File: config.mk
export PLATFORM = sky130hd
export DESIGN_NAME = vend_controller_flat
export DESIGN_NICKNAME = d
export VERILOG_FILES = /design/src/rtl/vend_controller_if.sv /design/src/rtl/vend_controller.sv /design/src/flat_wrapper.sv
export SDC_FILE = /design/constraint.sdc
export NUM_CORES = 1
export LEC_CHECK = 0
export ABC_AREA = 0
export CORE_ASPECT_RATIO = 0.7
export CORE_MARGIN = 10
export CORE_UTILIZATION = 50
export CTS_CLUSTER_SIZE = 12
export DETAILED_ROUTE_END_ITERATION = 10
export GPL_TIMING_DRIVEN = 0
export PLACE_DENSITY_LB_ADDON = 0.15
export SETUP_SLACK_MARGIN = 0.2
export SLEW_MARGIN = 10
export SYNTH_ARGS = -nofsm -noshare
export SYNTH_HDL_FRONTEND = slang
export SYNTH_SLANG_ARGS = --single-unit
export TNS_END_PERCENT = 5
File: constraint.sdc
create_clock -name clk -period 3.5 [get_ports clk]
set_input_delay 0.7 -clock clk [delete_from_list [all_inputs] [get_ports clk]]
set_output_delay 0.7 -clock clk [all_outputs]
set_load 0.01 [all_outputs]
File: src/rtl/vend_controller_if.sv
// Front-end / actuator signal bundle for vend_controller.
// The master modport is the coin acceptor/keypad/hopper side; the slave modport is the controller.
interface vend_controller_if #(
  parameter int NUM_ITEMS = 4,
  parameter int BAL_W     = 8,
  parameter int STOCK_W   = 4
);
  localparam int IDX_W = (NUM_ITEMS > 2) ? $clog2(NUM_ITEMS) : 1;

  logic                       coin_valid;
  logic [BAL_W-1:0]           coin_value;
  logic                       select;
  logic [IDX_W-1:0]           select_item;
  logic                       refund;
  logic [NUM_ITEMS*BAL_W-1:0] item_price;
  logic                       restock_valid;
  logic [IDX_W-1:0]           restock_item;
  logic [STOCK_W-1:0]         restock_qty;
  logic                       change_ack;

  logic [BAL_W-1:0]           balance;
  logic                       dispense;
  logic [IDX_W-1:0]           dispense_item;
  logic                       change_req;
  logic                       busy;
  logic                       coin_accept;
  logic                       coin_reject;
  logic                       invalid;
  logic                       insufficient;
  logic                       sold_out;
  logic                       refund_ack;
  logic [15:0]                sales_count;

  modport master (
    output coin_valid, coin_value, select, select_item, refund, item_price,
           restock_valid, restock_item, restock_qty, change_ack,
    input  balance, dispense, dispense_item, change_req, busy, coin_accept,
           coin_reject, invalid, insufficient, sold_out, refund_ack, sales_count
  );

  modport slave (
    input  coin_valid, coin_value, select, select_item, refund, item_price,
           restock_valid, restock_item, restock_qty, change_ack,
    output balance, dispense, dispense_item, change_req, busy, coin_accept,
           coin_reject, invalid, insufficient, sold_out, refund_ack, sales_count
  );
endinterface

File: src/rtl/vend_controller.sv
// Multi-item vending controller: credit, per-item stock, vend and unit-by-unit change payout.
// Optional VEND_AUDIT_EN builds a saturating 16-bit sales counter; otherwise sales_count is 0.
//
// state    | meaning
// ---------+---------------------------------------------
// S_IDLE   | no credit, waiting for coin/select/restock
// S_CREDIT | credit held, accepting coins/select/refund
// S_VEND   | single-cycle dispense, decides on change
// S_PAYOUT | change_req high, one unit per change_ack
module vend_controller #(
  parameter int NUM_ITEMS   = 4,
  parameter int BAL_W       = 8,
  parameter int STOCK_W     = 4,
  parameter int MAX_BAL     = 95,
  parameter int COIN_A      = 5,
  parameter int COIN_B      = 10,
  parameter int COIN_C      = 25,
  parameter int CHANGE_UNIT = 5,
  parameter int STOCK_INIT  = 0
) (
  input logic              clk,
  input logic              reset,
  vend_controller_if.slave bus
);
  localparam int IDX_W = (NUM_ITEMS > 2) ? $clog2(NUM_ITEMS) : 1;

  localparam logic [BAL_W-1:0]   CA     = BAL_W'(COIN_A);
  localparam logic [BAL_W-1:0]   CB     = BAL_W'(COIN_B);
  localparam logic [BAL_W-1:0]   CC     = BAL_W'(COIN_C);
  localparam logic [BAL_W-1:0]   CU     = BAL_W'(CHANGE_UNIT);
  localparam logic [BAL_W:0]     MAX_X  = (BAL_W+1)'(MAX_BAL);
  localparam logic [STOCK_W-1:0] S_INIT = STOCK_W'(STOCK_INIT);

  typedef enum logic [1:0] {S_IDLE, S_CREDIT, S_VEND, S_PAYOUT} state_t;

  state_t             state_q;
  logic [BAL_W-1:0]   balance_q;
  logic               dispense_q;
  logic [IDX_W-1:0]   dispense_item_q;
  logic               change_req_q;
  logic               busy_q;
  logic               coin_accept_q;
  logic               coin_reject_q;
  logic               invalid_q;
  logic               insufficient_q;
  logic               sold_out_q;
  logic               refund_ack_q;
  logic [STOCK_W-1:0] stock_q [NUM_ITEMS];
`ifdef VEND_AUDIT_EN
  logic [15:0]        sales_q;
`endif

  logic [BAL_W-1:0]   price_sel;
  logic [STOCK_W-1:0] stock_sel;
  logic               item_ok;
  logic               coin_legal;
  logic               coin_fits;
  logic [BAL_W:0]     coin_sum;
  logic [BAL_W-1:0]   payout_rem;

  always_comb begin
    price_sel = '0;
    stock_sel = '0;
    for (int i = 0; i < NUM_ITEMS; i++) begin
      if (bus.select_item == IDX_W'(i)) begin
        price_sel = bus.item_price[i*BAL_W +: BAL_W];
        stock_sel = stock_q[i];
      end
    end
  end

  assign item_ok    = ({1'b0, bus.select_item} < (IDX_W+1)'(NUM_ITEMS));
  assign coin_legal = (bus.coin_value == CA) || (bus.coin_value == CB) || (bus.coin_value == CC);
  assign coin_sum   = {1'b0, balance_q} + {1'b0, bus.coin_value};
  assign coin_fits  = (coin_sum <= MAX_X);
  assign payout_rem = balance_q - CU;

  always_ff @(posedge clk or posedge reset) begin
    if (reset) begin
      state_q         <= S_IDLE;
      balance_q       <= '0;
      dispense_q      <= 1'b0;
      dispense_item_q <= '0;
      change_req_q    <= 1'b0;
      busy_q          <= 1'b0;
      coin_accept_q   <= 1'b0;
      coin_reject_q   <= 1'b0;
      invalid_q       <= 1'b0;
      insufficient_q  <= 1'b0;
      sold_out_q      <= 1'b0;
      refund_ack_q    <= 1'b0;
      for (int i = 0; i < NUM_ITEMS; i++) stock_q[i] <= S_INIT;
`ifdef VEND_AUDIT_EN
      sales_q         <= '0;
`endif
    end else begin
      dispense_q     <= 1'b0;
      coin_accept_q  <= 1'b0;
      coin_reject_q  <= 1'b0;
      invalid_q      <= 1'b0;
      insufficient_q <= 1'b0;
      sold_out_q     <= 1'b0;
      refund_ack_q   <= 1'b0;

      case (state_q)
        S_IDLE, S_CREDIT: begin
          if (bus.refund && (balance_q != '0)) begin
            refund_ack_q <= 1'b1;
            if (bus.coin_valid) coin_reject_q <= 1'b1;
            // Credit below one hopper coin cannot be paid out, so it is forfeited here.
            if (balance_q >= CU) begin
              state_q      <= S_PAYOUT;
              change_req_q <= 1'b1;
              busy_q       <= 1'b1;
            end else begin
              balance_q <= '0;
              state_q   <= S_IDLE;
            end
          end else if (bus.select) begin
            if (bus.coin_valid) coin_reject_q <= 1'b1;
            if (!item_ok) begin
              invalid_q <= 1'b1;
            end else if (stock_sel == '0) begin
              sold_out_q <= 1'b1;
            end else if (balance_q < price_sel) begin
              insufficient_q <= 1'b1;
            end else begin
              balance_q       <= balance_q - price_sel;
              dispense_q      <= 1'b1;
              dispense_item_q <= bus.select_item;
              state_q         <= S_VEND;
              busy_q          <= 1'b1;
              for (int i = 0; i < NUM_ITEMS; i++) begin
                if (bus.select_item == IDX_W'(i)) stock_q[i] <= stock_sel - 1'b1;
              end
`ifdef VEND_AUDIT_EN
              if (sales_q != 16'hFFFF) sales_q <= sales_q + 16'd1;
`endif
            end
          end else if (bus.coin_valid) begin
            if (!coin_legal) begin
              invalid_q <= 1'b1;
            end else if (!coin_fits) begin
              coin_reject_q <= 1'b1;
            end else begin
              coin_accept_q <= 1'b1;
              balance_q     <= coin_sum[BAL_W-1:0];
              state_q       <= S_CREDIT;
            end
          end
        end

        S_VEND: begin
          if (bus.coin_valid) coin_reject_q <= 1'b1;
          if (balance_q >= CU) begin
            state_q      <= S_PAYOUT;
            change_req_q <= 1'b1;
          end else begin
            balance_q <= '0;
            state_q   <= S_IDLE;
            busy_q    <= 1'b0;
          end
        end

        S_PAYOUT: begin
          if (bus.coin_valid) coin_reject_q <= 1'b1;
          if (bus.change_ack) begin
            if (payout_rem < CU) begin
              balance_q    <= '0;
              change_req_q <= 1'b0;
              busy_q       <= 1'b0;
              state_q      <= S_IDLE;
            end else begin
              balance_q <= payout_rem;
            end
          end
        end

        default: state_q <= S_IDLE;
      endcase

      // Placed after the vend decrement so a same-item restock overrides it.
      if (bus.restock_valid) begin
        for (int i = 0; i < NUM_ITEMS; i++) begin
          if (bus.restock_item == IDX_W'(i)) stock_q[i] <= bus.restock_qty;
        end
      end
    end
  end

  assign bus.balance       = balance_q;
  assign bus.dispense      = dispense_q;
  assign bus.dispense_item = dispense_item_q;
  assign bus.change_req    = change_req_q;
  assign bus.busy          = busy_q;
  assign bus.coin_accept   = coin_accept_q;
  assign bus.coin_reject   = coin_reject_q;
  assign bus.invalid       = invalid_q;
  assign bus.insufficient  = insufficient_q;
  assign bus.sold_out      = sold_out_q;
  assign bus.refund_ack    = refund_ack_q;
`ifdef VEND_AUDIT_EN
  assign bus.sales_count   = sales_q;
`else
  assign bus.sales_count   = 16'd0;
`endif
endmodule

File: src/flat_wrapper.sv
// flat-port wrapper written by rule: the top's interface ports become plain ports
module vend_controller_flat 
#(
  parameter int NUM_ITEMS   = 4,
  parameter int BAL_W       = 8,
  parameter int STOCK_W     = 4,
  parameter int MAX_BAL     = 95,
  parameter int COIN_A      = 5,
  parameter int COIN_B      = 10,
  parameter int COIN_C      = 25,
  parameter int CHANGE_UNIT = 5,
  parameter int STOCK_INIT  = 0
)
  (clk, reset, bus_coin_valid, bus_coin_value, bus_select, bus_select_item, bus_refund, bus_item_price, bus_restock_valid, bus_restock_item, bus_restock_qty, bus_change_ack, bus_balance, bus_dispense, bus_dispense_item, bus_change_req, bus_busy, bus_coin_accept, bus_coin_reject, bus_invalid, bus_insufficient, bus_sold_out, bus_refund_ack, bus_sales_count);
  vend_controller_if #(.NUM_ITEMS(NUM_ITEMS), .BAL_W(BAL_W), .STOCK_W(STOCK_W)) bus_i ();
  input logic clk;
  input logic reset;
  input wire logic [$bits(bus_i.coin_valid)-1:0] bus_coin_valid;
  input wire logic [$bits(bus_i.coin_value)-1:0] bus_coin_value;
  input wire logic [$bits(bus_i.select)-1:0] bus_select;
  input wire logic [$bits(bus_i.select_item)-1:0] bus_select_item;
  input wire logic [$bits(bus_i.refund)-1:0] bus_refund;
  input wire logic [$bits(bus_i.item_price)-1:0] bus_item_price;
  input wire logic [$bits(bus_i.restock_valid)-1:0] bus_restock_valid;
  input wire logic [$bits(bus_i.restock_item)-1:0] bus_restock_item;
  input wire logic [$bits(bus_i.restock_qty)-1:0] bus_restock_qty;
  input wire logic [$bits(bus_i.change_ack)-1:0] bus_change_ack;
  output wire logic [$bits(bus_i.balance)-1:0] bus_balance;
  output wire logic [$bits(bus_i.dispense)-1:0] bus_dispense;
  output wire logic [$bits(bus_i.dispense_item)-1:0] bus_dispense_item;
  output wire logic [$bits(bus_i.change_req)-1:0] bus_change_req;
  output wire logic [$bits(bus_i.busy)-1:0] bus_busy;
  output wire logic [$bits(bus_i.coin_accept)-1:0] bus_coin_accept;
  output wire logic [$bits(bus_i.coin_reject)-1:0] bus_coin_reject;
  output wire logic [$bits(bus_i.invalid)-1:0] bus_invalid;
  output wire logic [$bits(bus_i.insufficient)-1:0] bus_insufficient;
  output wire logic [$bits(bus_i.sold_out)-1:0] bus_sold_out;
  output wire logic [$bits(bus_i.refund_ack)-1:0] bus_refund_ack;
  output wire logic [$bits(bus_i.sales_count)-1:0] bus_sales_count;
  assign bus_i.coin_valid = bus_coin_valid;
  assign bus_i.coin_value = bus_coin_value;
  assign bus_i.select = bus_select;
  assign bus_i.select_item = bus_select_item;
  assign bus_i.refund = bus_refund;
  assign bus_i.item_price = bus_item_price;
  assign bus_i.restock_valid = bus_restock_valid;
  assign bus_i.restock_item = bus_restock_item;
  assign bus_i.restock_qty = bus_restock_qty;
  assign bus_i.change_ack = bus_change_ack;
  assign bus_balance = bus_i.balance;
  assign bus_dispense = bus_i.dispense;
  assign bus_dispense_item = bus_i.dispense_item;
  assign bus_change_req = bus_i.change_req;
  assign bus_busy = bus_i.busy;
  assign bus_coin_accept = bus_i.coin_accept;
  assign bus_coin_reject = bus_i.coin_reject;
  assign bus_invalid = bus_i.invalid;
  assign bus_insufficient = bus_i.insufficient;
  assign bus_sold_out = bus_i.sold_out;
  assign bus_refund_ack = bus_i.refund_ack;
  assign bus_sales_count = bus_i.sales_count;
  vend_controller #(.NUM_ITEMS(NUM_ITEMS), .BAL_W(BAL_W), .STOCK_W(STOCK_W), .MAX_BAL(MAX_BAL), .COIN_A(COIN_A), .COIN_B(COIN_B), .COIN_C(COIN_C), .CHANGE_UNIT(CHANGE_UNIT), .STOCK_INIT(STOCK_INIT)) u_core (.clk(clk), .reset(reset), .bus(bus_i));
endmodule
==> results.toml, run 1 <==
[critical_path]
ff2ff_path_depth = 10
crit_start = "bus_item_price[21]"
crit_path_end_kind = "register"
crit_required_ns = 3.69
path_class = "in2reg"
rr_startpoint = "u_core.bus.balance[0]$_DFFE_PP0P_"
crit_arrival_ns = 3.53
cp-start-kind = "input pin"
cp_max_fo = 6

[floorplanning]
ioPinCount = 90
initial_core_util_pct = 51.0
core_area_um2 = 6690
die_h_um = 89.1
rows = 25
die_x_um = 119
die-area_um2 = 10600

[synth]
postSynthAreaPerCell_um2 = 9.32
synth_top_area_cell = "dfrtp_1"
synth_edf_count = 0
ys.flop_type = "dfrtp_1"
postSynthCellCount = 366
synth_cell_types = 71
yosys_warnings = 0
ys_top_cells_by_area = "dfrtp_1, ha_1, mux4_2"
async_flop_share_pct = 100
ys_ff_latch = 37
ys_seq_area_share_pct = 27.1
syn_area_um2 = 3410
yosysTopAreaCellShare_pct = 27.1

[drt]
routed_via_density = 5.93
firstDrtPassIters = 5
routedWlPerCell_um = 19.4
first_iter_violations = 286
drtAntennaViolNets = 0
drc = 0
finalWirelength_mm = 11.2
via_count = 3422

[run]
maxCapViolations = 0

[timing]
clock_skew_ns = 0.00827
tightest_slew_ns = 1.17
finalHoldViolations = 0
post-route-min-period_ns = 3.34
clock.fmax_mhz = 299
setup_viol = 0
slew_viol_final = 0
fin_crit_sh_pct = 95.5
slew_headroom_pct = 21.8
rsz0062_at_grt = "yes"

[pwr]
power_leakage_nw = 2.15
design_power_total_mw = 3.29
irDropWorstVdd_mv = 0.377
power_density_nw_per_um2 = 676

[final_layout]
fin_cells = 577
n_antenna_cell = 0
fin_nets = 559
nFillCells = 524
multi_input_area_um2 = 2500
seq_area_um2 = 926
area_delta_synth_final_pct = 42.9
drive_gt1_share_pct = 23.2

[clock_tree]
cts_made_buffers = 5
clk_pin_slew_ns = 0.08
cts_tree = "yes"
cts.sinks = 37
h-tree-depth = 2
clk_latency_ns = 0.30
cts_root_buffer = "clkbuf_8"
cts_buffer_depth = 2

[place]
port_buffers = 70
gp_congestion = 0.980
dp_hpwl_mm = 8.52
dp.cells = 545

[outcome]
status = "finished, final reports clean"

[worst_hold_path]
min_path_type = "reg2reg"
min-delay-start = "u_core.bus.dispense_item[1]$_DFFE_PP0P_"
whs_path_depth = 1

[global_routing]
grt_max_degree = 38
grt_pass1_vias = 3348
grt_util_all_layers_pct = 20.4
overflow = 0
antenna_found_initial = 0
grt_pass1_wl_mm = 17.3
[repair_timing]
action	in CTS	in global routing
gates cloned	0	0
hold endpoints to repair	0	0
gates resized for setup	45	19
setup endpoints to repair	29	27
pin swaps	14	10
hold buffers	0	0
setup buffers	22	2
[report_power, final]
group	switching [mW]	total (mW)	internal (mW)
Clock	0.170	0.384	0.214
Sequential	0.172	0.704	0.532
Combinational	1.14	2.21	1.07
[final timing paths]
path,endpoint,slack (ns)
max,u_core.bus.balance[6]$_DFFE_PP0P_,0.16
min reg2reg,u_core.bus.dispense_item[1]$_DFFE_PP0P_,0.52
min in group asynchronous,u_core.bus.sold_out$_DFF_PP0_,0.86
min,u_core.bus.dispense_item[1]$_DFFE_PP0P_,0.52
max in group asynchronous,u_core.stock_q[8]$_DFF_PP0_,2.13
max reg2reg,u_core.bus.balance[4]$_DFFE_PP0P_,0.38
[per-stage QoR]
step	hold WS, ns	TNS, ns	cell area, um2	setup slack (ns)	util [%]
after global placement	0.490	-11.93	4350	-0.643	64.9
after global routing	0.531	0	4870	0.0725	72.8
after CTS	0.515	0	4750	0.198	71.0
after detailed placement	0.494	-14.45	4350	-0.713	64.9
final	0.516	0	4870	0.159	72.8
after floorplan	0.511	-0.145	3530	-0.0372	-
[logic make-up (layout without fill, tap and decap cells)]
kind of cell,after synthesis,after routing,synth area share (%)
XOR/XNOR,13,13,3.34
adder cells (fa/ha/maj),22,22,8.51
flip-flops,37,37,27.1
multiplexers,32,32,13.6
buffers and inverters,51,153,7.66
AO/OA/AOI/OAI,108,108,22.8
AND/OR/NAND/NOR,102,102,16.9
other,1,16,0.110
[registers in the layout, indices dropped and copies added (netlist names)]
signal / flops
u_core.stock_q: 16
u_core.bus.balance: 8
u_core.bus.dispense_item: 2
u_core.state_q: 2
u_core.bus.busy: 1
u_core.bus.change_req: 1
u_core.bus.coin_accept: 1
u_core.bus.coin_reject: 1
u_core.bus.dispense: 1
u_core.bus.insufficient: 1
u_core.bus.invalid: 1
u_core.bus.refund_ack: 1
u_core.bus.sold_out: 1
[routing by layer]
metal	vias to the layer above	GRT usage, %	wire length [um]
li1	1589	-	-
met4	0	3.65	114
met5	-	0	0
met1	1626	28.2	5090
met3	17	6.25	1250
met2	190	30.9	4740
[layout make-up]
class,count,share of cell area (%)
plain buffers,29,4.77
clock buffers,6,1.49
clock inverters,2,0.796
inverters,22,1.69
multi-input cells,293,51.2
flip-flops and latches,37,19.0
well taps,94,2.41
repair buffers,94,18.6
[worst max-delay path, stage by stage]
cell and delay (ns):
clkdlybuf4s50_1 0.42, mux4_2 0.48, inv_1 0.11, ha_4 0.15, o21a_1 0.19, o21ai_2 0.10
a221oi_4 0.35, buf_6 0.17, o22ai_4 0.12, or2_4 0.28, a21o_1 0.21, a22o_1 0.24
[cell usage after synthesis, drive strengths merged, types with 3 or more instances]
cell type	instances
mux4	11
o21a	6
a21oi	9
a211oi	5
a22o	4
and3	4
mux2	4
nor3	9
nand2	28
or4	4
nor3b	5
or3	7
nor2b	7
dfrtp	37
xnor2	5
a31oi	6
o21ai	34
o22ai	4
inv	22
nor4	3
o221ai	4
xor2	8
nand3	4
buf	22
clkbuf	7
nor2	16
nand2b	4
mux2i	17
nand3b	3
o22a	3
ha	20
a21o	6
[cells in the final DEF (no fill, tap or decap), types with 8 or more instances in the layout]
master	Yosys	final
mux4_2	11	11
buf_4	18	36
inv_1	22	18
nor3_1	9	8
conb_1	1	16
xor2_1	8	8
nand2_1	28	28
o21ai_0	30	25
dfrtp_1	37	37
ha_1	20	12
clkdlybuf4s50_1	0	61
mux2i_1	17	17
nor2_1	14	14
Power figures use the tool's default switching activity.
==> inputs of run 2 (changes only) <==
--- a/config.mk
+++ b/config.mk
@@ -6,13 +6,15 @@
 export NUM_CORES = 1
 export LEC_CHECK = 0
 export ABC_AREA = 0
+export CELL_PAD_IN_SITES_DETAIL_PLACEMENT = 2
+export CELL_PAD_IN_SITES_GLOBAL_PLACEMENT = 2
 export CORE_ASPECT_RATIO = 0.7
 export CORE_MARGIN = 10
-export CORE_UTILIZATION = 50
+export CORE_UTILIZATION = 30
 export CTS_CLUSTER_SIZE = 12
 export DETAILED_ROUTE_END_ITERATION = 10
 export GPL_TIMING_DRIVEN = 0
-export PLACE_DENSITY_LB_ADDON = 0.15
+export PLACE_DENSITY = 0.83
 export SETUP_SLACK_MARGIN = 0.2
 export SLEW_MARGIN = 10
 export SYNTH_ARGS = -nofsm -noshare
==> run 2 against run 1 <==
Net effect: the run now ends with setup timing left; clock skew down 0.0020 ns; sequential share of layout area down 1.2 points; via count up 9.9%; critical path depth up 1; hold slack better by 0.0050 ns; non-clock buffer count up 9; die area up 52%; power up 18%; sequential power up 6.4%; register-to-register slack worse by 0.25 ns; wire length up 60%; flip-flop and latch count unchanged; largest power group unchanged; highest routed layer unchanged.
==> results.toml, run 2 (synthesis results as in run 1) <==
[final_layout]
final_util_pct = 47.1
area_delta_synth_final_pct = 52.5
largest_reg_flops = 16
fin_cells = 645
top_register = "u_core.stock_q"
fin_nets = 568
most-common-layout-cells = "clkdlybuf4s50_1, buf_4, dfrtp_1, nand2_1, o21ai_0"
stdcell_area_um2 = 5200
drive_gt1_share_pct = 27.0
final_common_cell = "clkdlybuf4s50_1"
n_antenna_cell = 0

[clock_tree]
cts_hold_buf = 0
clk_pin_slew_ns = 0.06
cts_tree = "yes"
h-tree-depth = 2
clk_latency_ns = 0.30
cts_made_buffers = 5
cts_buffer_depth = 2
cts.sinks = 37
cts_root_buffer = "clkbuf_16"

[global_routing]
grt_pass1_vias = 4125
grt_pass1_wl_mm = 25.0
grt_max_degree = 32
antenna_found_initial = 0
grt_util_all_layers_pct = 19.7
overflow = 0

[pwr]
design_power_total_mw = 3.90
irDropWorstVdd_mv = 0.269
power_leakage_nw = 2.25
power_density_nw_per_um2 = 750

[timing]
slew_headroom_pct = 15.1
rsz0062_at_grt = "yes"
tightest_slew_ns = 1.27
fin_crit_sh_pct = 101
clock.fmax_mhz = 284
fin_ws_ns = -0.0198
slew_viol_final = 0
finalHoldViolations = 0
hold_ws_ns = 0.521
post-route-min-period_ns = 3.52
setup_viol = 2
clock_skew_ns = 0.00628

[drt]
firstDrtPassIters = 5
drtAntennaViolNets = 0
drc = 0
first_iter_violations = 272
routed_via_density = 5.83
routedWlPerCell_um = 27.8
finalWirelength_mm = 17.9
via_count = 3761

[critical_path]
ff2ff_path_depth = 8
crit_arrival_ns = 3.63
cp_num_buf_inv = 4
cp-start-kind = "input pin"
crit_required_ns = 3.61
crit_chain = "clkdlybuf4s50_1 -> mux4_2 -> inv_1 -> ha_4 -> o21a_1 -> o21ai_2 -> a221oi_4 -> and3_4 -> buf_6 -> nor3b_4 -> buf_6 -> mux2i_1 -> o21ai_1"
cp_slowest_cell = "mux4_2"
r2r_slack_ns = 0.13
cp_top_family = "buffers and inverters"
cpMostUsedCell = "buf_6"
cp_slowest_stage_delay_ns = 0.47
crit_path_end_kind = "register"
path_class = "in2reg"
cp_max_fo = 5
cp_num_cells = 13

[floorplanning]
die-area_um2 = 16100
initial_core_util_pct = 30.9
die_h_um = 109
ioPinCount = 90
die_x_um = 147
rows = 32
core_area_um2 = 11100

[place]
dp_hpwl_mm = 11.0
port_buffers = 70
gp_congestion = 0.868
dp.cells = 605
dpl-instance-area_um2 = 4440

[run]
maxCapViolations = 0

[outcome]
violations = "setup timing"
status = "complete, but fails checks"

[worst_hold_path]
min_path_type = "reg2reg"
whs_path_depth = 1
## run 2: cell types whose count changed in the layout (fill, tap and decap cells not counted), sizes merged
cell           delta
clkbuf            -1
buf              +10
dlygate4sd2       -1
clkdlybuf4s50     -1
dlymetal6s2s      +2
## run 2: stage by stage
stage,worst slack [ns],setup TNS (ns)
after floorplan,-0.0372,-0.145
after global placement,-0.728,-14.75
after detailed placement,-0.769,-17.34
after CTS,-0.0303,-0.0984
after global routing,-0.131,-0.607
final,-0.0198,-0.0268
## run 2: power breakdown
part	total [mW]	internal, mW	switching [mW]
logic	2.59	1.17	1.42
registers	0.749	0.533	0.216
clock network	0.560	0.339	0.221
## run 2: path summary, 6_finish.rpt
path	startpoint	end
setup / recovery	bus_item_price[6]	u_core.stock_q[12]$_DFF_PP0_
hold / removal	u_core.bus.dispense_item[1]$_DFFE_PP0P_	u_core.bus.dispense_item[1]$_DFFE_PP0P_
setup reg to reg	u_core.bus.balance[0]$_DFFE_PP0P_	u_core.bus.balance[0]$_DFFE_PP0P_
hold reg to reg	u_core.bus.dispense_item[1]$_DFFE_PP0P_	u_core.bus.dispense_item[1]$_DFFE_PP0P_
max in group asynchronous	reset	u_core.bus.balance[0]$_DFFE_PP0P_
min in group asynchronous	reset	u_core.stock_q[2]$_DFF_PP0_
## run 2: layer usage
metal	global-route usage, %	vias to the layer above	routed length (um)	share of wire [%]
met5	0	-	0	0
met4	5.64	0	463	2.6
met3	3.85	51	1650	9.2
met2	33.4	196	8800	49
met1	25.1	1908	7010	39
li1	-	1606	-	-
## run 2: area by class of cell
type / count / area (um2)
buffer: 29 / 229
inverter: 22 / 82.6
multi-input combinational: 293 / 2610
clock buffer: 6 / 129
sequential: 37 / 927
clock inverter: 2 / 38.8
fill: 1163 / 5850
tap: 153 / 191
timing repair buffer: 103 / 997
## run 2: repair_timing
item / in CTS / in global routing
setup buffers: 18 / 14
setup endpoints to repair: 29 / 31
gates resized for setup: 49 / 42
pin swaps: 15 / 14
==> variant (settings of run 2) <==
The option `VEND_AUDIT_EN` is turned on by a define.
--- a/src/rtl/vend_controller.sv
+++ b/src/rtl/vend_controller.sv
@@ -8,4 +8,6 @@
 // S_VEND   | single-cycle dispense, decides on change
 // S_PAYOUT | change_req high, one unit per change_ack
+`define VEND_AUDIT_EN
+
 module vend_controller #(
   parameter int NUM_ITEMS   = 4,
Formal check against the unedited RTL: not equivalent (a bounded check fails within 4 cycles, from zero or initial values and one cycle with reset high).
==> variant against run 2 <==
Cell area rose by 10%; worst setup slack improved by 0.14 ns; wire length fell by 8.2%; area after synthesis rose by 18%; power rose by 6.7%; clock power rose by 5.2%; first-iteration DRC count fell by 24%; clock skew rose by 0.0049 ns; utilization fell by 3.5 points; critical path depth rose by 2; sequential cell count rose by 16; sequential power rose by 34%; critical path type unchanged; critical endpoint is now u_core.stock_q[8]; largest cell class unchanged.
==> variant: results (changes against run 2) <==
stage,metric,value,unit,change
clock_network,TritonCTS Buffers,5,,unchanged
yosys,Async SR Flop Fraction,100.0,%,unchanged
place,placed wire-length estimate,11970,um,was 11030 um
detailed_routing,Vias,3937,,was 3761
place,post-placement cell area,0.005160,sq mm,was 0.004441 sq mm
pwr,LEAKAGE,2.387,nW,was 2.252 nW
yosys,Post-synth top flop,dfrtp_1,,unchanged
clock_network,clk_lat worst skew,0.30,ns,about the same
global_routing,vias in the first global route,4435,,was 4125
detailed_routing,Routed WL,16450,um,was 17930 um
place,Setup WS pre-CTS,-0.4828,ns,was -0.7688 ns
yosys,largest cells by area after synthesis,"dfrtp_1 33%, ha_1 6.5%, mux4_2 6.2%",,"was dfrtp_1 27%, ha_1 7.3%, mux4_2 7.3%"
pwr,P_int,2.278,mW,was 2.046 mW
global_routing,global-route wire length before repair,24830,um,was 24980 um
final_layout,final layout net count,627,,was 568
min_path,type of the worst min-delay path,flop to flop,,unchanged
critical_path,Critical Path Fanout Max,7,,was 5
detailed_routing,Pre-antenna DRT Iters,4,,was 5
yosys,post-synthesis net count,508,,
yosys,Ys Warns,0,,unchanged
detailed_routing,DRT iter0 DRCs,206,,was 272
place,number of port buffers,86,,was 70
clock_network,H-tree depth,2,,unchanged
critical_path,critical path data arrival time,3.55,ns,was 3.63 ns
final_layout,layout cell share with drive strength beyond 1,18.55,%,was 27.03%
yosys,Synth cell types,67,,was 71
timing,Final Skew,0.01117,ns,was 0.006276 ns
place,GP Congestion,0.8775,,was 0.8677
outcome,status,"complete, no violations",,"was complete, but fails checks"
clock_network,clk root buf,clkbuf_16,,unchanged
global_routing,initial antenna violation count,0,,unchanged
yosys,synth cell count leaders,"53 x dfrtp_1, 49 x nand2_1, 27 x nor2_1, 25 x inv_1, 21 x ha_1",,"was 37 x dfrtp_1, 30 x o21ai_0, 28 x nand2_1, 22 x inv_1, 20 x ha_1"
final_layout,diodes inserted,0,,unchanged
job,MaxCap Viol Count,0,,unchanged
timing,Worst Max-Slew Pin Slew,1.146,ns,was 1.270 ns
global_routing,Total GRT Usage,17.09,%,was 19.71%
clock_network,CTS Buffer Depth,2,,unchanged
global_routing,largest net degree at the start of global routing,35,,was 32
pwr,maximum vdd ir drop,0.2383,mV,was 0.2689 mV
yosys,"EDFF count, synth",0,,unchanged
clock_network,clock transition at the registers of the reported paths,0.08,ns,was 0.06 ns
yosys,register area share after synthesis,33.02,%,was 27.14%
final_layout,Filler cells,1413,,was 1163
-- variant: power groups by stage --
stage,combinational [mW],clock (mW),sequential (mW)
floorplan,1.47,0,0.943
global placement,2.13,0,0.983
detailed placement,2.25,0,0.995
CTS,2.38,0.591,0.990
global route,2.81,0.626,1.03
finish,2.57,0.589,1.00
-- variant: cell families after synthesis --
| logic type | synth area share, % |
|---|---|
| compound gates | 18.79 |
| xor+xnor | 5.888 |
| fa+ha+maj | 7.539 |
| buf+inv | 4.579 |
| flops | 33.02 |
| mux | 11.46 |
| simple gates | 18.72 |
-- variant: path summary, 6_finish.rpt --
| path | cells past startpoint | end | slack (ns) | start |
|---|---|---|---|---|
| max in group asynchronous | 3 | u_core.stock_q[15] | 2.22 | reset |
| worst min register to register | 1 | u_core.bus.sales_count[14] | 0.50 | u_core.bus.sales_count[14] |
| worst max-delay path | 15 | u_core.stock_q[8] | 0.12 | bus_select_item[0] |
| worst min-delay path | 1 | u_core.bus.sales_count[14] | 0.50 | u_core.bus.sales_count[14] |
| min in group asynchronous | 2 | u_core.bus.refund_ack | 0.72 | reset |
| worst max register to register | 10 | u_core.bus.balance[3] | 0.30 | u_core.bus.balance[0] |
-- variant: layout make-up --
class	instances	area [sq um]	share of cell area [%]
buffer	15	135.1	2.359
clock inverter	3	43.79	0.7645
tap	166	207.7	3.626
inverter	26	102.6	1.791
clock buffer	5	125.1	2.184
sequential	53	1326	23.15
multi-input combinational	336	2700	47.14
timing repair buffer	112	1087	18.98
-- variant: per-layer routing --
metal	wire length, um	part of all wire (%)	GRT usage (%)
met1	7090	43	22.04
met2	7957	48	29.17
met3	1251	7.6	4.235
met4	149	0.91	2.031
met5	0	0	0
-- variant: stage by stage --
step	std cells	utilization, %	hold slack [ns]
floorplan	430	-	0.5095
global placement	682	39.12	0.4662
detailed placement	683	39.28	0.4817
CTS	707	42.27	0.4947
global route	716	43.60	0.5253
finish	716	43.60	0.4959
-- variant: repair_timing --
item / 4_1_cts / 5_1_grt
setup endpoints to repair: 40 / 40
gates resized for setup: 27 / 24
hold endpoints to repair: 0 / 0
pin swaps: 10 / 8
buffers inserted: 16 / 9
-- variant: worst max-delay path, cell delays in order --
cell and delay, ns:
buf_12 0.09, buf_12 0.11, mux4_2 0.54, ha_4 0.19
inv_4 0.05, fa_2 0.20, a21o_1 0.15, nand4_1 0.21
a21oi_2 0.29, o211ai_4 0.18, buf_6 0.16, nor3_4 0.20
buf_12 0.15, mux2i_2 0.24, o21ai_1 0.08
